<file path="config.mk">
export PLATFORM = sky130hd
export DESIGN_NAME = plab5_mcore_mem_req_arbiter
export DESIGN_NICKNAME = d
export VERILOG_FILES = /design/src/rtl/plab5_mcore_mem_req_arbiter_pkg.sv /design/src/rtl/plab5_mcore_rr_arb.sv /design/src/rtl/plab5_mcore_mem_req_arbiter.sv
export SDC_FILE = /design/constraint.sdc
export NUM_CORES = 1
export LEC_CHECK = 0
export CAP_MARGIN = 20
export CORE_MARGIN = 5
export CORE_UTILIZATION = 41
export DETAILED_ROUTE_END_ITERATION = 10
export HOLD_SLACK_MARGIN = 0.03
export PLACE_DENSITY = 0.83
export REMOVE_ABC_BUFFERS = 1
export SYNTH_ARGS = -nofsm -noshare
export SYNTH_HDL_FRONTEND = slang
export SYNTH_SLANG_ARGS = --single-unit
</file>
<file path="constraint.sdc">
create_clock -name clk -period 2 [get_ports clk]
set_input_delay 0.4 -clock clk [delete_from_list [all_inputs] [get_ports clk]]
set_output_delay 0.4 -clock clk [all_outputs]
set_load 0.05 [all_outputs]
</file>
<file path="src/rtl/plab5_mcore_mem_req_arbiter_pkg.sv">
// rtl/plab5_mcore_mem_req_arbiter_pkg.sv - memory request field widths and cmsg layout helpers
package plab5_mcore_mem_req_arbiter_pkg;

  localparam int c_type_nbits = 3;

  typedef enum logic [2:0] {
    MEM_TYPE_READ  = 3'd0,
    MEM_TYPE_WRITE = 3'd1,
    MEM_TYPE_INIT  = 3'd2
  } mem_type_e;

  function automatic int len_nbits(input int data_nbits);
    return $clog2(data_nbits / 8);
  endfunction

  function automatic int cmsg_nbits(input int opaque_nbits, input int addr_nbits,
                                    input int data_nbits);
    return c_type_nbits + opaque_nbits + addr_nbits + len_nbits(data_nbits);
  endfunction

  // cmsg layout from the LSB up: len, addr, opaque, type
  function automatic int addr_lsb(input int data_nbits);
    return len_nbits(data_nbits);
  endfunction

  function automatic int opaque_lsb(input int addr_nbits, input int data_nbits);
    return len_nbits(data_nbits) + addr_nbits;
  endfunction

  function automatic int type_lsb(input int opaque_nbits, input int addr_nbits,
                                  input int data_nbits);
    return len_nbits(data_nbits) + addr_nbits + opaque_nbits;
  endfunction

endpackage

</file>
<file path="src/rtl/plab5_mcore_rr_arb.sv">
// rtl/plab5_mcore_rr_arb.sv - round-robin arbiter: one-hot grant and next priority pointer
module plab5_mcore_rr_arb #(
  parameter  int p_num_reqs = 2,
  localparam int c_id_nbits = $clog2(p_num_reqs)
) (
  input  logic [p_num_reqs-1:0] i_req,
  input  logic                  i_en,
  input  logic [c_id_nbits-1:0] i_ptr,
  output logic [p_num_reqs-1:0] o_grant,
  output logic [c_id_nbits-1:0] o_id,
  output logic [c_id_nbits-1:0] o_ptr_next
);

  logic [c_id_nbits-1:0] w_idx;
  logic                  w_found;

  // Search starts at the pointer and wraps, so the first valid at/after it wins
  always_comb begin
    o_grant    = '0;
    o_id       = '0;
    w_idx      = '0;
    w_found    = 1'b0;
    for (int k = 0; k < p_num_reqs; k++) begin
      w_idx = c_id_nbits'((int'(i_ptr) + k) % p_num_reqs);
      if (i_en && !w_found && i_req[w_idx]) begin
        o_grant[w_idx] = 1'b1;
        o_id           = w_idx;
        w_found        = 1'b1;
      end
    end
    o_ptr_next = w_found ? c_id_nbits'((int'(o_id) + 1) % p_num_reqs) : i_ptr;
  end

endmodule

</file>
<file path="src/rtl/plab5_mcore_mem_req_arbiter.sv">
// rtl/plab5_mcore_mem_req_arbiter.sv - round-robin memory request arbiter with id-stamped opaque and response steering
module plab5_mcore_mem_req_arbiter
  import plab5_mcore_mem_req_arbiter_pkg::*;
#(
  parameter  int p_num_reqs     = 2,
  parameter  int p_opaque_nbits = 8,
  parameter  int p_addr_nbits   = 32,
  parameter  int p_data_nbits   = 32,
  localparam int c_id_nbits     = $clog2(p_num_reqs),
  localparam int c_len_nbits    = len_nbits(p_data_nbits),
  localparam int c_cmsg_nbits   = cmsg_nbits(p_opaque_nbits, p_addr_nbits, p_data_nbits)
) (
  input  logic                               clk,
  input  logic                               reset,
  input  logic [c_type_nbits*p_num_reqs-1:0] req_type,
  input  logic [p_opaque_nbits*p_num_reqs-1:0] req_opaque,
  input  logic [p_addr_nbits*p_num_reqs-1:0] req_addr,
  input  logic [c_len_nbits*p_num_reqs-1:0]  req_len,
  input  logic [p_data_nbits*p_num_reqs-1:0] req_data,
  input  logic [p_num_reqs-1:0]              req_val,
  output logic [p_num_reqs-1:0]              req_rdy,
  output logic [c_cmsg_nbits-1:0]            mem_req_cmsg,
  output logic [p_data_nbits-1:0]            mem_req_data,
  output logic                               mem_req_val,
  input  logic                               mem_req_rdy,
  input  logic [p_opaque_nbits-1:0]          mem_resp_opaque,
  input  logic                               mem_resp_val,
  output logic                               mem_resp_rdy,
  output logic [p_num_reqs-1:0]              resp_val,
  input  logic [p_num_reqs-1:0]              resp_rdy
);

  logic                      r_val;
  logic [c_id_nbits-1:0]     r_ptr;
  logic [c_cmsg_nbits-1:0]   r_cmsg;
  logic [p_data_nbits-1:0]   r_data;

  logic                      w_can_load;
  logic [p_num_reqs-1:0]     w_grant;
  logic [c_id_nbits-1:0]     w_id;
  logic [c_id_nbits-1:0]     w_ptr_next;
  logic                      w_accept;
  logic [c_type_nbits-1:0]   w_sel_type;
  logic [p_opaque_nbits-1:0] w_sel_opaque;
  logic [p_addr_nbits-1:0]   w_sel_addr;
  logic [c_len_nbits-1:0]    w_sel_len;
  logic [p_data_nbits-1:0]   w_sel_data;
  logic [c_cmsg_nbits-1:0]   w_cmsg;
  logic [c_id_nbits-1:0]     w_resp_id;

  // Grants are masked while reset is asserted so req_rdy reads zero in reset
  assign w_can_load = (!r_val || mem_req_rdy) && reset;

  plab5_mcore_rr_arb #(
    .p_num_reqs (p_num_reqs)
  ) u_rr_arb (
    .i_req      (req_val),
    .i_en       (w_can_load),
    .i_ptr      (r_ptr),
    .o_grant    (w_grant),
    .o_id       (w_id),
    .o_ptr_next (w_ptr_next)
  );

  assign req_rdy  = w_grant;
  assign w_accept = |(w_grant & req_val);

  always_comb begin
    w_sel_type   = req_type[int'(w_id)*c_type_nbits +: c_type_nbits];
    w_sel_opaque = req_opaque[int'(w_id)*p_opaque_nbits +: p_opaque_nbits];
    w_sel_addr   = req_addr[int'(w_id)*p_addr_nbits +: p_addr_nbits];
    w_sel_len    = req_len[int'(w_id)*c_len_nbits +: c_len_nbits];
    w_sel_data   = req_data[int'(w_id)*p_data_nbits +: p_data_nbits];
    w_sel_opaque[c_id_nbits-1:0] = w_id;
    w_cmsg = {w_sel_type, w_sel_opaque, w_sel_addr, w_sel_len};
  end

  always_ff @(posedge clk or negedge reset) begin
    if (!reset) begin
      r_val  <= 1'b0;
      r_ptr  <= '0;
      r_cmsg <= '0;
      r_data <= '0;
    end else if (w_accept) begin
      r_val  <= 1'b1;
      r_ptr  <= w_ptr_next;
      r_cmsg <= w_cmsg;
      r_data <= w_sel_data;
    end else if (mem_req_rdy) begin
      r_val  <= 1'b0;
    end
  end

  assign mem_req_val  = r_val;
  assign mem_req_cmsg = r_cmsg;
  assign mem_req_data = r_data;

  // Low opaque bits carry the requester index stamped on the way out
  assign w_resp_id    = mem_resp_opaque[c_id_nbits-1:0];
  assign resp_val     = mem_resp_val ? (p_num_reqs'(1) << w_resp_id) : '0;
  assign mem_resp_rdy = resp_rdy[w_resp_id];

endmodule

</file>
* Yosys cells after proc, flatten, opt, wreduce, memory -nomap -nowiden
Index checks and enable logic that the tools add are counted.
Operators by class: $add $sub $neg 2, multiply operators 1, magnitude comparators 5, shifts and indexed selects 6, mux-type cells 19, bitwise operators 2, reductions and logical operators 12
Operators with widths (number):
- indexed part select 64 x 7 -> 32 bit | 2
- indexed part select 16 x 5 -> 8 bit | 1
- 2-to-1 mux 1 bit | 14
- logical AND 1 bit | 6
- less-than comparator 1 x 2 -> 1 bit, second input constant | 3
- 2-to-1 mux 2 bit | 3
- indexed part select 6 x 4 -> 3 bit | 1
- indexed part select 4 x 3 -> 2 bit | 1
- multiplier 1 x 2 -> 3 bit, second input constant | 1
- adder 1 bit, second input constant | 2
- bitwise AND 2 bit | 1
- demux 1 bit (select 1 bit) | 2
- greater-or-equal comparator 1 bit, second input constant | 2
- zero test 1 bit | 2
- OR 2 bit | 1
- AND reduction 2 bit | 1
- nonzero test 2 bit | 1
- OR reduction 2 bit | 1
- << shifter 1 x 1 -> 2 bit, first input constant | 1
- logical OR 1 bit | 1
Word-level totals: register bits 79, input port bits 170, output and inout port bits 83, logic and storage cells 51

* Longest topological paths before layout
word-level depth 12, mapped depth 7, depth with buffers taken out 3

* By module
A second synthesis with hierarchy kept.
Unflattened totals: cell total of the unflattened synthesis 266, area, all modules 4155.2 um^2
Modules (own cells, without submodules):
- plab5_mcore_mem_req_arbiter | instances 1, cells an instance 258, area an instance 4113.9 um^2
- plab5_mcore_rr_arb | instances 1, cells an instance 8, area an instance 41.3 um^2

* Worst setup path before layout
Ideal clock, no wire load.
path type register to output, start reg r_val, in the netlist mem_req_val, end out req_rdy[0], arrival time 1634 ps, data required time 1600 ps, path slack -34 ps, stages on the path, launching flop included 5, buffers on the path 2, cell sequence dfrtp_1 > nand2b_1 > buf_2 > clkbuf_1 > o2111a_1
On the way: cells in the longest elaborated chain, start to end 9
RTL lines:
- start, declared | line plab5_mcore_mem_req_arbiter.sv:33 | logic r_val;
- start signal, assigned | line plab5_mcore_mem_req_arbiter.sv:80 | r_val <= 1'b0;
- start signal, assigned | line plab5_mcore_mem_req_arbiter.sv:85 | r_val <= 1'b1;
- start signal, assigned | line plab5_mcore_mem_req_arbiter.sv:90 | r_val <= 1'b0;
- zero test 1 bit * | line plab5_mcore_mem_req_arbiter.sv:52 | assign w_can_load = (!r_val || mem_req_rdy) && reset;
- logical OR 1 bit * | line plab5_mcore_mem_req_arbiter.sv:52
- logical AND 1 bit * | line plab5_mcore_mem_req_arbiter.sv:52
- logical AND 1 bit | line plab5_mcore_rr_arb.sv:25 | if (i_en && !w_found && i_req[w_idx]) begin
- 2-to-1 mux 1 bit | line plab5_mcore_rr_arb.sv:25
- zero test 1 bit | line plab5_mcore_rr_arb.sv:25
- logical AND 1 bit (2 in a row) | line plab5_mcore_rr_arb.sv:25
- 2-to-1 mux 2 bit * | line plab5_mcore_rr_arb.sv:25
- end, declared | line plab5_mcore_mem_req_arbiter.sv:21 | output logic [p_num_reqs-1:0] req_rdy,
Every way passes the cells marked *; elsewhere a longest branch is shown, timed or not.

* Worst setup path after layout
start reg r_cmsg[10], in the netlist mem_req_cmsg[10], end out mem_req_cmsg[10]
RTL lines:
- start, declared | line plab5_mcore_mem_req_arbiter.sv:35 | logic [c_cmsg_nbits-1:0] r_cmsg;
- start signal, assigned | line plab5_mcore_mem_req_arbiter.sv:87 | r_cmsg <= w_cmsg;
- end, declared | line plab5_mcore_mem_req_arbiter.sv:22 | output logic [c_cmsg_nbits-1:0] mem_req_cmsg,
No word-level cell between the ends.

==> results.md <==
- The maximum buffer depth of the clock tree is 2.
- The total number of vias is 5700.
- Dividing total power by cell area gives a power density of 913.1 mW/mm².
- Of the total synthesized cell area, the portion taken by XOR and XNOR cells is 0.
- The first routing iteration left 580 violations.
- Across all hold checks on the routed design, the worst slack comes to 0.09678 ns.
- After synthesis, the cell types taking the most area are sky130_fd_sc_hd__dfrtp_1, sky130_fd_sc_hd__o31ai_1, sky130_fd_sc_hd__a41oi_1.
- Synthesis produced 494 cells.
- The worst path required time is 1.60 ns.
- In the synthesized netlist, the cells that appear most often are sky130_fd_sc_hd__o31ai_1, sky130_fd_sc_hd__dfrtp_1, sky130_fd_sc_hd__a211oi_1, sky130_fd_sc_hd__a41oi_1, sky130_fd_sc_hd__clkbuf_1.
- The number of optimization iterations in the first detailed-route pass is 5.
- The detail-routed net length per standard cell is 23.20 µm.
- The combined area of all synthesized cells is 0.004907 mm².
- For this run, the number of Yosys warnings is 0.
- TritonCTS created 9 clock buffers.
- The number of synthesized flops with an enable pin is 0.
- The number of global-route vias before repair came to 5765.
- At the worst endpoint, the arrival time is 1.55 ns.
- The buffer cell driving the clock tree root is sky130_fd_sc_hd__clkbuf_16.
- Counting flops and latches in the post-synthesis netlist gives 79.
- During I/O placement, the number of pins put on the boundary was 253.
- The number of filler instances in the final layout is 927.
- From left edge to right edge, the die measures 119.4 µm.
- The final clock period utilization by the worst path is 0.9745.
- The dominant register cell in the synthesized netlist is sky130_fd_sc_hd__dfrtp_1.
- The final hold violation count was 0.
- The synthesized netlist contains 23 unique library cells.
- The area fraction in compound gates after synthesis is 0.4995.
- After detailed routing, the number of remaining DRC violations is 0.
- The largest single stage delay on the critical path is 0.83 ns.
- The count of input and output buffers is 243.
- The synthesized-area fraction occupied by and/or/nand/nor cells is 0.01249.
- Broken down by cell family, the worst path's largest delay share belongs to buffers and inverters.
- The most common cell in the synthesized netlist is sky130_fd_sc_hd__o31ai_1.
- The count of final setup violators is 0.
- VDD sags by at most 0.0004512 V.
- Measured along the y axis, the die boundary spans 119.4 µm.
- The smallest clock period supported by the final layout is computed as 1.949 ns.
- The type of element capturing the critical path is an output pin.
- The global placement routability congestion is 0.8260.
- The final wirelength is 19370 µm.
- In this run the tightest slew margin relative to its limit is 0.3886.
- For this run, the post-layout net count is 853.
- The area growth from synthesis to layout is 57.85%.
- The clock net in this run drives a total of 79 sinks.
- The post-synthesis area per instance is 9.934 µm².
- The initial cell density of the core is 0.4137.
- The global router's overall resource usage is 0.2601.
- The first global-routing pass estimated 30330 µm of wire.
- The top fanout value on the critical path is 2.
- TritonCTS built the clock tree.
- The tool flagged a number of max-cap violations equal to 0.
- Entering global routing, the biggest net connects 77 pins.
- The count of final max-slew check failures is 0.
- In the synthesized netlist the async set-or-reset flop fraction comes to 1.000.
- The portion of synthesized area spent on multiplexers is 0.002295.
- The buffering stage count on the worst path with inverters included is 1.
- The dominant combinational cell family by area after synthesis is compound AO/OA/AOI/OAI gates.
- The flow ran to the end, and the final reports show no timing, DRC or antenna violations.
- The floorplan has 40 rows.
- The share of the yosys chip area belonging to registers is 0.4029.
- The worst clock skew is 0.006664 ns.
- The detail route stage leaves a number of antenna-violating nets equal to 0.
- The cell type of the slowest stage on the worst timing path is sky130_fd_sc_hd__clkdlybuf4s50_1.
- For the pin with the worst max-slew slack, the measured transition is 0.9171 ns.
- The category of the critical setup timing path is reg2out.
- In this run the critical register-to-register path is launched from mem_req_val.
- The post-detailed-placement half-perimeter wirelength is 12700 µm.
- The floorplan die area is 0.01426 mm².
- In the routed layout, each cell is associated on average with a via count of 6.826.
- In this run the standard cell core region covers 0.01186 mm².
- The antenna diode instance count is 0.
- Buffers added to address setup during post-CTS repair amount to 0.
- The share of synthesized area in the top cell type comes to 0.4029.
- The launch point of the critical path is mem_req_cmsg[10].
- The source-to-sink clock delay at the later pin of the worst-skew pair is 0.33 ns.
- The H-tree depth reported by CTS is 3.
- The sort of element at the start of the critical path is a flip-flop.
- For this run, the top clock speed supported by timing is 0.5131 GHz.
- The cell type with the highest aggregate area in the netlist is sky130_fd_sc_hd__dfrtp_1.
- Summed over all cells, the static leakage comes to 0.002850 µW.
- Setup repair after global routing left no endpoint under its margin.
- The CTS clock-pin slew for the worst setup and hold paths is 0.06 ns.
- The critical path goes through clkdlybuf4s50_1.
- Summed over all layers, the global routing overflow is 0.
- The tightest min-delay check is of the in2async type.
- Of the total synthesized cell area, the portion taken by full adders, half adders and majority gates is 0.
- Once layout is complete, the utilization of the core stands at 0.6531.
- Of the cells placed in the final design, the portion with a size suffix greater than 1 is 0.1119.
- The number of antenna violations at the first check in global routing was 0.
-- worst paths after layout --
check,to,slack (ns),depth (start not counted)
setup / recovery,mem_req_cmsg[10],0.05,1
hold / removal,mem_req_cmsg[12],0.1,2
setup reg to reg,mem_req_data[7],0.31,4
hold reg to reg,mem_req_cmsg[34],0.49,1
max in group asynchronous,mem_req_cmsg[3],1.17,2
min in group clk,mem_req_cmsg[34],0.49,1
-- report_power, final --
| part | switching, µW | internal [µW] | total (µW) |
|---|---|---|---|
| Combinational | 2020 | 1160 | 3190 |
| Sequential | 179 | 1900 | 2080 |
| Clock | 646 | 1160 | 1810 |
| Total | 2850 | 4230 | 7070 |
-- final cells by class --
cell class                      count  area (µm²)  area share
Timing Repair Buffer              273        2710      0.3499
Multi-Input combinational cell    317        2539      0.3277
Sequential cell                    79        1977      0.2552
Clock buffer                       13       260.3     0.03360
Tap cell                          147       183.9     0.02374
Clock inverter                      3       65.06    0.008399
Inverter                            3       11.26    0.001454
-- layer usage --
| layer | track usage | wire length [µm] |
|---|---|---|
| met2 | 0.4207 | 9393 |
| met5 | 0 | 0 |
| met4 | 0.09950 | 546 |
| met3 | 0.07692 | 1882 |
| met1 | 0.3279 | 7548 |
-- metrics by stage --
step	power (µW)	TNS, ns	area [µm²]	worst slack (ns)	instances
2_1_floorplan	3865	-232.70	4512	-2.928	399
3_3_place_gp	5222	-4.201	7411	-0.07464	818
3_5_place_dp	5277	-6.980	7411	-0.1482	818
4_1_cts	7091	0	7746	0.04709	835
5_1_grt	7344	0	7746	0.02454	835
6_report	7073	0	7746	0.05093	835
-- logic make-up (layout without fill, tap and decap cells) --
group / after synthesis / in the layout
muxes: 1 / 1
buffers and inverters: 98 / 292
AOI/OAI and AO/OA: 307 / 307
and+or+nand+nor: 9 / 9
DFF: 79 / 79
-- sequential cells by signal, summed over array words and instances, names as in the netlist --
name,cells
mem_req_cmsg,45
mem_req_data,32
r_ptr,1
mem_req_val,1
-- what timing repair did --
action,4_1_cts,5_1_grt
endpoints found under the hold margin,6,0
gates resized for setup,2,0
setup endpoints to repair,2,0
hold buffers,1,0
-- layout by cell type, fill, tap and decap left out, types with 2 or more instances in the layout --
master	n
sky130_fd_sc_hd__clkbuf_8	2
sky130_fd_sc_hd__buf_4	33
sky130_fd_sc_hd__clkdlybuf4s50_1	228
sky130_fd_sc_hd__o31ai_2	10
sky130_fd_sc_hd__buf_2	2
sky130_fd_sc_hd__bufinv_16	2
sky130_fd_sc_hd__nand2b_2	2
sky130_fd_sc_hd__a211oi_1	76
sky130_fd_sc_hd__dfrtp_1	79
sky130_fd_sc_hd__a41oi_1	76
sky130_fd_sc_hd__clkbuf_16	9
sky130_fd_sc_hd__inv_2	3
sky130_fd_sc_hd__buf_12	7
sky130_fd_sc_hd__clkbuf_1	2
sky130_fd_sc_hd__o31ai_1	142
Note: power is estimated with default switching activity, not from simulation.
